--- src/rtl/keypad_pkg.sv ---
// keypad_pkg: shared definitions for the 4x4 keypad scanner.
//   - key code constants for the operator and special keys
//   - KEYMAP: code for each key, indexed by row*4 + col
//   - frame classification and debounce state encodings
package keypad_pkg;

    localparam logic [3:0] KEY_NONE = 4'h0;
    localparam logic [3:0] KEY_ADD  = 4'hA;
    localparam logic [3:0] KEY_SUB  = 4'hB;
    localparam logic [3:0] KEY_MUL  = 4'hC;
    localparam logic [3:0] KEY_DIV  = 4'hD;
    localparam logic [3:0] KEY_STAR = 4'hE;
    localparam logic [3:0] KEY_HASH = 4'hF;

    // Element [row*4 + col]; listed from index 15 (r3,c3) down to 0 (r0,c0).
    localparam logic [15:0][3:0] KEYMAP = {
        KEY_DIV, KEY_HASH, 4'h0, KEY_STAR,  // r3: c3..c0
        KEY_MUL, 4'h9,     4'h8, 4'h7,      // r2
        KEY_SUB, 4'h6,     4'h5, 4'h4,      // r1
        KEY_ADD, 4'h3,     4'h2, 4'h1       // r0
    };

    typedef enum logic [1:0] {
        FRAME_NONE  = 2'd0,
        FRAME_KEY   = 2'd1,
        FRAME_MULTI = 2'd2
    } frame_cls_t;

    typedef enum logic {
        DB_IDLE = 1'b0,
        DB_HELD = 1'b1
    } db_state_t;

endpackage

--- src/rtl/keypad_scan_decoder_debounce.sv ---
// keypad_debounce: compares each classified frame against a candidate,
// counts consecutive matches and commits presses, roll-overs and releases.
// Optional feature macro: KEYPAD_REPEAT_EN (repeat strobes while held).
// Ports:
//   clk, rst            clock, synchronous active-high reset
//   frame_vld           one-cycle pulse at the end of each full scan
//   frame_cls/code      classification and key code of that scan
//   decode, key_valid   committed key code and key-held flag (registered)
//   key_strobe          one-cycle pulse per commit (and per repeat)
module keypad_debounce
    import keypad_pkg::*;
#(
    parameter int DEBOUNCE_SCANS = 4,
    parameter int REPEAT_SCANS   = 250
) (
    input  logic       clk,
    input  logic       rst,
    input  logic       frame_vld,
    input  frame_cls_t frame_cls,
    input  logic [3:0] frame_code,
    output logic [3:0] decode,
    output logic       key_valid,
    output logic       key_strobe
);

    localparam int MW = $clog2(DEBOUNCE_SCANS + 1);
    localparam logic [MW-1:0] MATCH_MAX = MW'(DEBOUNCE_SCANS);

    db_state_t    state;
    frame_cls_t   cand_cls;
    logic [3:0]   cand_code;
    logic [MW-1:0] match_cnt;

    logic          same;
    logic [MW-1:0] next_cnt;
    logic          reached;

`ifdef KEYPAD_REPEAT_EN
    localparam int RW = $clog2(REPEAT_SCANS + 1);
    logic [RW-1:0] rep_cnt;
`endif

    // Non-KEY frames always carry code 0, so a plain compare covers all classes.
    always_comb begin
        same = (frame_cls == cand_cls) && (frame_code == cand_code);
        if (frame_cls == FRAME_MULTI)
            next_cnt = '0;
        else if (same)
            next_cnt = (match_cnt == MATCH_MAX) ? MATCH_MAX : match_cnt + MW'(1);
        else
            next_cnt = MW'(1);
        reached = (next_cnt == MATCH_MAX);
    end

    always_ff @(posedge clk) begin
        if (rst) begin
            state      <= DB_IDLE;
            cand_cls   <= FRAME_NONE;
            cand_code  <= KEY_NONE;
            match_cnt  <= '0;
            decode     <= KEY_NONE;
            key_valid  <= 1'b0;
            key_strobe <= 1'b0;
`ifdef KEYPAD_REPEAT_EN
            rep_cnt    <= '0;
`endif
        end else begin
            key_strobe <= 1'b0;
            if (frame_vld) begin
                cand_cls  <= frame_cls;
                cand_code <= frame_code;
                match_cnt <= next_cnt;
                case (state)
                    DB_IDLE: begin
                        if (frame_cls == FRAME_KEY && reached) begin
                            state      <= DB_HELD;
                            decode     <= frame_code;
                            key_valid  <= 1'b1;
                            key_strobe <= 1'b1;
`ifdef KEYPAD_REPEAT_EN
                            rep_cnt    <= '0;
`endif
                        end
                    end
                    DB_HELD: begin
                        if (frame_cls == FRAME_KEY && reached && frame_code != decode) begin
                            decode     <= frame_code;
                            key_strobe <= 1'b1;
`ifdef KEYPAD_REPEAT_EN
                            rep_cnt    <= '0;
`endif
                        end else if (frame_cls == FRAME_NONE && reached) begin
                            state     <= DB_IDLE;
                            decode    <= KEY_NONE;
                            key_valid <= 1'b0;
`ifdef KEYPAD_REPEAT_EN
                            rep_cnt   <= '0;
`endif
                        end
`ifdef KEYPAD_REPEAT_EN
                        // Any frame that is not the held key restarts the repeat interval.
                        else if (frame_cls == FRAME_KEY && frame_code == decode) begin
                            if (rep_cnt == RW'(REPEAT_SCANS - 1)) begin
                                rep_cnt    <= '0;
                                key_strobe <= 1'b1;
                            end else begin
                                rep_cnt <= rep_cnt + RW'(1);
                            end
                        end else begin
                            rep_cnt <= '0;
                        end
`endif
                    end
                    default: state <= DB_IDLE;
                endcase
            end
        end
    end

endmodule

--- src/rtl/keypad_scan_decoder.sv ---
// keypad_scan_decoder: scans a 4x4 active-low matrix keypad and produces a
// debounced 4-bit key code for the game FSM.
// Optional feature macro: KEYPAD_REPEAT_EN (periodic strobes while a key is held).
// Ports:
//   clk         system clock
//   rst         synchronous active-high reset
//   row[3:0]    keypad rows, active-low with external pull-ups
//   col[3:0]    column drive, active-low, exactly one bit low
//   decode[3:0] debounced key code, 4'h0 when idle
//   key_valid   high while a committed key is held
//   key_strobe  one-cycle pulse on each committed press
module keypad_scan_decoder
    import keypad_pkg::*;
#(
    parameter int SCAN_DIV       = 1000,
    parameter int DEBOUNCE_SCANS = 4,
    parameter int REPEAT_SCANS   = 250
) (
    input  logic       clk,
    input  logic       rst,
    input  logic [3:0] row,
    output logic [3:0] col,
    output logic [3:0] decode,
    output logic       key_valid,
    output logic       key_strobe
);

    localparam int DW = $clog2(SCAN_DIV);

    logic [DW-1:0] dwell;
    logic [1:0]    col_idx;
    logic [15:0]   acc;        // one bit per key, index row*4 + col
    logic [15:0]   acc_next;
    logic          last_dwell;
    logic          frame_vld;
    frame_cls_t    frame_cls;
    logic [3:0]    frame_code;
    logic [4:0]    hits;
    logic [3:0]    hit_code;

    assign last_dwell = (dwell == DW'(SCAN_DIV - 1));
    assign frame_vld  = last_dwell && (col_idx == 2'd3);
    assign col        = ~(4'b0001 << col_idx);

    // Merge the rows seen under the current column into the frame image.
    always_comb begin
        acc_next = acc;
        if (last_dwell) begin
            for (int r = 0; r < 4; r++)
                acc_next[r*4 + int'(col_idx)] = acc[r*4 + int'(col_idx)] | ~row[r];
        end
    end

    // Classification uses acc_next so the column-3 sample of this cycle counts.
    always_comb begin
        hits     = '0;
        hit_code = KEY_NONE;
        for (int i = 0; i < 16; i++) begin
            if (acc_next[i]) begin
                hits     = hits + 5'd1;
                hit_code = KEYMAP[i];
            end
        end
        frame_code = KEY_NONE;
        if (hits == 5'd0) begin
            frame_cls = FRAME_NONE;
        end else if (hits == 5'd1) begin
            frame_cls  = FRAME_KEY;
            frame_code = hit_code;
        end else begin
            frame_cls = FRAME_MULTI;
        end
    end

    always_ff @(posedge clk) begin
        if (rst) begin
            dwell   <= '0;
            col_idx <= 2'd0;
            acc     <= '0;
        end else if (last_dwell) begin
            dwell   <= '0;
            col_idx <= col_idx + 2'd1;
            acc     <= (col_idx == 2'd3) ? 16'h0000 : acc_next;
        end else begin
            dwell <= dwell + DW'(1);
        end
    end

    keypad_debounce #(
        .DEBOUNCE_SCANS(DEBOUNCE_SCANS),
        .REPEAT_SCANS  (REPEAT_SCANS)
    ) u_debounce (
        .clk       (clk),
        .rst       (rst),
        .frame_vld (frame_vld),
        .frame_cls (frame_cls),
        .frame_code(frame_code),
        .decode    (decode),
        .key_valid (key_valid),
        .key_strobe(key_strobe)
    );

endmodule

--- config.mk ---
export PLATFORM = sky130hd
export DESIGN_NAME = keypad_scan_decoder
export DESIGN_NICKNAME = d
export VERILOG_FILES = /design/src/rtl/keypad_pkg.sv /design/src/rtl/keypad_scan_decoder_debounce.sv /design/src/rtl/keypad_scan_decoder.sv
export SDC_FILE = /design/constraint.sdc
export NUM_CORES = 1
export LEC_CHECK = 0
export CORE_ASPECT_RATIO = 0.5
export CORE_UTILIZATION = 54
export DETAILED_ROUTE_END_ITERATION = 8
export GPL_ROUTABILITY_DRIVEN = 0
export HOLD_SLACK_MARGIN = 0.05
export PLACE_DENSITY_LB_ADDON = 0.15
export SYNTH_ARGS = -nofsm -noshare
export SYNTH_HDL_FRONTEND = slang
export SYNTH_HIERARCHICAL = 1
export SYNTH_SLANG_ARGS = --single-unit
export TNS_END_PERCENT = 5
--- constraint.sdc ---
create_clock -name clk -period 13 [get_ports clk]
set_clock_uncertainty 0.15 [all_clocks]
set_input_delay 1.95 -clock clk [delete_from_list [all_inputs] [get_ports clk]]
set_output_delay 1.95 -clock clk [all_outputs]
set_load 0.02 [all_outputs]
; ---- After elaboration in Yosys (flattened, before gate mapping)
; Index checks and enable logic that the tools add are counted.
[word_totals]
n_memories = 0
out_inout_bits = 10
word_cells = 158
latch_bits = 0
inputBits = 6
ram_bits = 0
ff_bits = 44
mem_bits_ro = 0
[classes]
mul = 0
div_mod_pow = 0
n_eq_ne = 14
reduce_logical = 15
order_cmp = 8
n_shift = 1
n_bitwise = 11
muxes = 78
add_sub_neg = 21
[ops]
columns = operator, n
row1 = 4-bit 2-to-1 mux, 20
row2 = "5-bit by 1-bit adder with 5-bit output, second input constant", 15
row3 = 5-bit 2-to-1 mux, 15
row4 = 16-bit bitwise mux, 4
row5 = 16-bit 2-to-1 mux, 2
row6 = 1-bit 2-to-1 mux, 20
row7 = 1-bit binary-select mux with 4-bit select, 3
row8 = 1-bit demux with 4-bit select, 3
row9 = "10-bit by 1-bit adder with 10-bit output, second input constant", 1
row10 = "4-bit by 2-bit adder with 5-bit output, first input constant", 2
row11 = "10-bit == test, second input constant", 1
row12 = "5-bit by 1-bit >= comparator with 1-bit output, second input constant", 2
row13 = "5-bit less-than comparator, second input constant", 2
row14 = 1-bit logical AND, 9
row15 = 3-bit 2-to-1 mux, 3
row16 = 4-bit one-hot mux with 2 select lines, 1
row17 = "3-bit == test, second input constant", 2
row18 = 1-bit inverter, 6
row19 = 1-bit one-hot mux with 2 select lines, 3
row20 = "5-bit by 1-bit == test with 1-bit output, second input constant", 1
row21 = 5-bit logical NOT, 1
row22 = "2-bit by 5-bit less-than comparator with 1-bit output, second input constant", 1
row23 = "4-bit by 5-bit less-than comparator with 1-bit output, second input constant", 1
row24 = "3-bit by 2-bit adder with 4-bit output, first input constant", 1
row25 = 22 further kinds, 29

; ---- Depth between registers and ports, before layout
[logic_depth]
depth_word = 52
ltp_mapped = 70
mapped_depth_nobuf = 66

; ---- By module
; Netlist, hierarchy kept.
[by_module_without_submodules]
columns = mod, area_each_um2, cells_per_inst, instances, seq_area_each_um2
row1 = keypad_scan_decoder, 3651.0, 444, 1, 560.5
row2 = keypad_debounce, 817.0, 83, 1, 320.3

; ---- Worst setup path after synthesis
; No wires, ideal clock.
[synth_path]
path_type = input -> register
startpoint = input row[0]
endpoint = register u_debounce.decode[1]
setup_slack_ps = -273
path_buffers = 3
setup_time_ps = 59
cell_stages = 67
t_arrival_ps = 13065
required_time_ps = 12791
cell_sequence = nand2_1 > o22a_1 > buf_2 > mux2i_1 > inv_1 > ha_1 > nand2b_1 > nor4_1 > mux2i_1 > and2_1 > ha_1 > nand2_1 > a41oi_1 > a31oi_1 > nand2_1 > ha_1 > inv_1 > and4_1 > [... 31 more ...] > nor2_1 > a31oi_1 > ha_1 > mux2_2 > ha_1 > nand2b_1 > nand2b_1 > a32oi_1 > o21ai_0 > nor2_1 > nand4_2 > a21oi_1 > xnor2_1 > nand4_2 > nor4b_4 > and4b_1 > buf_4 > a22o_2
[synth_via]
elab_chain_len = 50
word_cells_on_any_way = 79
classes_between = add/sub (15) / eq/ne (9) / mux (46) / bitwise (2) / reduce/logical (7)
[synth_lines]
columns = element, line
row1 = from (decl), keypad_scan_decoder.sv:21  ; input logic [3:0] row,
row2 = 1-bit inverter (*), keypad_scan_decoder.sv:50  ; acc_next[r*4 + int'(col_idx)] = acc[r*4 + int'(col_idx)] | ~row[r];
row3 = 1-bit OR (*), keypad_scan_decoder.sv:50
row4 = 16-bit bitwise mux (*) (4 in a row), keypad_scan_decoder.sv:50
row5 = 16-bit 2-to-1 mux (*), keypad_scan_decoder.sv:48  ; if (last_dwell) begin
row6 = 1-bit 2-to-1 mux, keypad_scan_decoder.sv:59  ; if (acc_next[i]) begin
row7 = 5-bit by 1-bit adder with 5-bit output, keypad_scan_decoder.sv:60  ; hits = hits + 5'd1;
row8 = 5-bit 2-to-1 mux, keypad_scan_decoder.sv:59
row9 = 5-bit by 1-bit adder with 5-bit output, keypad_scan_decoder.sv:60
row10 = [... 30 more ...], --
row11 = named net frame_code[0], keypad_scan_decoder.sv:37  ; logic [3:0] frame_code;
row12 = [... 1 more ...], --
row13 = 1-bit logical AND, keypad_scan_decoder_debounce.sv:45  ; same = (frame_cls == cand_cls) && (frame_code == cand_code);
row14 = 3-bit 2-to-1 mux, keypad_scan_decoder_debounce.sv:48  ; else if (same)
row15 = 3-bit 2-to-1 mux, keypad_scan_decoder_debounce.sv:46  ; if (frame_cls == FRAME_MULTI)
row16 = 3-bit == test, keypad_scan_decoder_debounce.sv:52  ; reached = (next_cnt == MATCH_MAX);
row17 = 1-bit logical AND, "keypad_scan_decoder_debounce.sv:75, keypad_scan_decoder_debounce.sv:86"
row18 = 1-bit logical AND, keypad_scan_decoder_debounce.sv:86  ; if (frame_cls == FRAME_KEY && reached && frame_code != decode) begin
row19 = 3-bit inequality test (no line) or 4-bit 2-to-1 mux (tied branches), --
row20 = 3-bit AND reduction (no line) or 4-bit one-hot mux with 2 select lines (tied branches), --
row21 = to (signal assigned), keypad_scan_decoder_debounce.sv:77  ; decode <= frame_code;
row22 = to (signal assigned), keypad_scan_decoder_debounce.sv:87  ; decode <= frame_code;
row23 = to (decl), keypad_scan_decoder_debounce.sv:21  ; output logic [3:0] decode,
; The timed path passes the listed nets; every way through them passes the cells marked *. The select of a mux whose other input is x is not followed.
; A chain may end at the register's enable or synchronous reset.

; ---- Final worst setup path
[layout_path]
startpoint = input row[0]
endpoint = register u_debounce.state
[layout_via]
elab_chain_len = 50
word_cells_on_any_way = 77
classes_between = add/sub (15) / eq/ne (7) / mux (47) / bitwise (2) / reduce/logical (6)
[layout_lines]
columns = element, line
row1 = 1-bit inverter (*), keypad_scan_decoder.sv:50
row2 = 1-bit OR (*), keypad_scan_decoder.sv:50
row3 = 16-bit bitwise mux (*) (4 in a row), keypad_scan_decoder.sv:50
row4 = 16-bit 2-to-1 mux (*), keypad_scan_decoder.sv:48
row5 = 1-bit 2-to-1 mux, keypad_scan_decoder.sv:59
row6 = 5-bit by 1-bit adder with 5-bit output, keypad_scan_decoder.sv:60
row7 = 5-bit 2-to-1 mux, keypad_scan_decoder.sv:59
row8 = 5-bit by 1-bit adder with 5-bit output, keypad_scan_decoder.sv:60
row9 = [... 30 more ...], --
row10 = named net frame_code[0], keypad_scan_decoder.sv:37
row11 = [... 1 more ...], --
row12 = 1-bit logical AND, keypad_scan_decoder_debounce.sv:45
row13 = 3-bit 2-to-1 mux, keypad_scan_decoder_debounce.sv:48
row14 = 3-bit 2-to-1 mux, keypad_scan_decoder_debounce.sv:46
row15 = 3-bit == test, keypad_scan_decoder_debounce.sv:52
row16 = "1-bit logical AND, on equally long branches", "keypad_scan_decoder_debounce.sv:92, keypad_scan_decoder_debounce.sv:75, keypad_scan_decoder_debounce.sv:86"
row17 = 1-bit 2-to-1 mux or 1-bit logical AND (tied branches), "keypad_scan_decoder_debounce.sv:92, keypad_scan_decoder_debounce.sv:86"
row18 = 1-bit 2-to-1 mux, keypad_scan_decoder_debounce.sv:86
row19 = 1-bit one-hot mux with 2 select lines (*), keypad_scan_decoder_debounce.sv:73  ; case (state)
row20 = to (signal assigned), keypad_scan_decoder_debounce.sv:76  ; state <= DB_HELD;
row21 = to (signal assigned), keypad_scan_decoder_debounce.sv:93  ; state <= DB_IDLE;
row22 = to (signal assigned), keypad_scan_decoder_debounce.sv:114  ; default: state <= DB_IDLE;
row23 = to (decl), keypad_scan_decoder_debounce.sv:29  ; db_state_t state;
; The timed path passes the listed nets; every way through them passes the cells marked *.

==> results_dict.tcl <==
set metrics [dict create \
    critPathSlowestCell "nor4b_4" \
    power_leakage_nw 2.397 \
    synth_compound_area_share_pct 16.10 \
    worstRegToRegCells 67 \
    grt_remaining_overflow 0 \
    ys.flop_type "dfxtp_1" \
    ir_worst_vdd_mv 0.04944 \
    synth_cell_types 78 \
    ys_seq_elements 44 \
    synth_nets 556 \
    worstPathRequired_ns 12.99 \
    netlist_instances 527 \
    crit_top_cell "ha_4" \
    h-tree-depth 2 \
    grt_max_degree 22 \
    post-dp-hpwl_mm 8.223 \
    async_flop_share_pct 0 \
    core-area_um2 8000 \
    slew_headroom_pct 20.60 \
    grt_util_met1_pct 38.64 \
    min_path_cells 1 \
    final_cell_mix "buf_4 (76), nand2_1 (54), dfxtp_1 (44), nor2_1 (42), xnor2_1 (30)" \
    die_w_um 130.6 \
    synth-simple-area-share_pct 24.78 \
    slowest_delay_ns 0.35 \
    cp.arrival_ns 12.80 \
    synth.area.mux_share_pct 11.43 \
    post_drt_wl_per_cell_um 16.55 \
    start_util_pct 55.85 \
    place_worst_setup_slack_ns -0.8192 \
    cts_buffers 5 \
    cts_buffer_depth 2 \
    area.growth.synth_to_final_pct 30.55 \
    die_h_um 66.32 \
    rsz0062_at_grt "true" \
    grt.busiest_layer "met2" \
    cts.sinks 44 \
    critPathBufInv 6 \
    dieArea_um2 8664 \
    final_common_cell "buf_4" \
    grtUsageMet2_pct 42.72 \
    dr.pass1.iters 5 \
    synth.cell_area_um2 4468 \
    vias 4210 \
    start_kind "input pin" \
    critPathKind "in -> reg" \
    grt_pass1_wl_mm 18.15 \
    wl_mm 11.90 \
    power.density_nw_per_um2 46.04 \
    insertion_delay_ns 0.29 \
    maxSlewViolCount 0 \
    yosysTopAreaCell "dfxtp_1" \
    cts_hold_buf 0 \
    setup_viol 0 \
    antenna_found_initial 0 \
    use_met3_pct 4.612 \
    synth_edf_count 0 \
    outcome "complete, no violations" \
    ys_warn_count 6 \
    clkTransAtPathRegs_ns 0.06 \
    cp_top_family "adder cells" \
    rows 23 \
    cts_tree "yes" \
    synthAdderAreaFrac_pct 6.441 \
    final_nets 636 \
    crit_fanout 4 \
    worst_pin_slew_ns 1.158 \
    yosysSeqAreaShare_pct 19.71 \
    vias_per_cell 5.855 \
    synthTopCellsByArea "dfxtp_1 (20%), mux2i_1 (6.9%), ha_1 (6.4%), xnor2_1 (6.3%), nand2_1 (5.1%)" \
    n_antenna_cell 0 \
    post_route_cells_drive_above_1_share_pct 30.81 \
    synthXorXnorAreaFrac_pct 17.73 \
    grt_use_total_pct 26.90 \
    fin_ws_ns 0.1967 \
    setup_tns_ns 0 \
    critical_path_depth 66 \
    hold_path_class "reg -> reg" \
    drtIter0Drc 334 \
    fin_crit_ns 12.80 \
    post-route-drc-count 0 \
    post-route-period-util_pct 98.49 \
    place.port_buffers 15 \
    synth_area_per_cell_um2 8.478 \
    yosysTopAreaCellShare_pct 19.71 \
    hold_violations 0 \
    synth_top_family_by_area "simple AND/OR/NAND/NOR gates" \
    end_kind "register" \
    io_pins 16 \
    cts-root-buf "clkbuf_16" \
    ant_nets 0 \
    grt_pass1_vias 3742 \
    drv_cap 0 \
    fmax_mhz 78.10 \
]
## synthesized netlist by cell type, types with 3 or more instances
cell,n
buf_2,4
xnor2_2,6
clkbuf_1,11
xnor2_1,32
ha_1,23
and2_1,12
nand2b_1,15
a31oi_1,12
o22ai_1,3
nor2_1,44
a2bb2oi_1,4
xnor3_1,5
xor2_1,19
a21oi_1,18
nand2_1,61
nor4_1,5
nor3_1,9
nand3_1,15
or3_1,3
a22o_2,4
nand4_1,7
o21ai_0,23
nand4_2,4
nand3b_1,3
mux2i_1,31
inv_1,20
nor2b_1,8
o211ai_1,4
and4_1,3
dfxtp_1,44
mux2_2,10
o22a_1,3
## sequential cells by signal, indices dropped and copies added, names as in the netlist, 2 cells and up
register	flops
u_debounce/cand_cls	2
u_debounce/decode	4
u_debounce/match_cnt	3
dwell	10
acc	16
col_idx	2
u_debounce/cand_code	4
## logic make-up after synthesis
kind of cell | count (synthesis)
multiplexers | 46
buffers and inverters | 39
adder cells (fa/ha/maj) | 23
AO/OA/AOI/OAI | 101
flip-flops | 44
XOR/XNOR | 68
AND/OR/NAND/NOR | 206
## through the flow
stage / hold WS, ns / instances / utilization (%) / cell area (um^2) / total power (W)
2_1_floorplan: 0.2760 / 527 / - / 4546 / 0.0001442
3_3_place_gp: 0.3014 / 686 / 64.04 / 5124 / 0.0001477
3_5_place_dp: 0.3169 / 686 / 64.04 / 5124 / 0.0001479
4_1_cts: 0.3270 / 713 / 68.53 / 5483 / 0.0002686
5_1_grt: 0.3488 / 719 / 72.91 / 5833 / 0.0002774
6_report: 0.3239 / 719 / 72.91 / 5833 / 0.0002685
## cell type report
class | count | area, um^2
Tap cell | 112 | 140.1
Timing Repair Buffer | 92 | 737.0
Clock buffer | 5 | 125.1
Sequential cell | 44 | 880.8
Clock inverter | 2 | 12.51
Multi-Input combinational cell | 444 | 3862
Fill cell | 596 | 2167
Inverter | 20 | 75.07
## final timing paths
path,from,end,slack (ns)
worst min-delay path,dwell[0]$_SDFF_PP0_,dwell[0]$_SDFF_PP0_,0.32
worst max-delay path,row[0],u_debounce/state$_SDFFE_PP0P_,0.20
worst min register to register,dwell[0]$_SDFF_PP0_,dwell[0]$_SDFF_PP0_,0.32
worst max register to register,col_idx[1]$_SDFFE_PP0N_,u_debounce/state$_SDFFE_PP0P_,0.87
## timing repair
item	CTS	global route
buffers inserted	20	7
cloned	0	0
endpoints found under the setup margin	10	16
pin swaps	16	36
resized for setup	14	56
## report_power, final
part / leakage, nW / switching, W / internal (W)
combinational: 1.98 / 0.00000562 / 0.00000432
sequential: 0.355 / 0.000000810 / 0.000136
clock: 0.0657 / 0.0000524 / 0.0000698
total: 2.40 / 0.0000588 / 0.000210
## routing by layer
metal,vias up,share of wire [%]
met5,-,0
met1,2012,47
met2,123,45
met3,20,6.4
li1,2055,-
met4,0,1.0
Note: power is estimated with default switching activity, not from simulation.
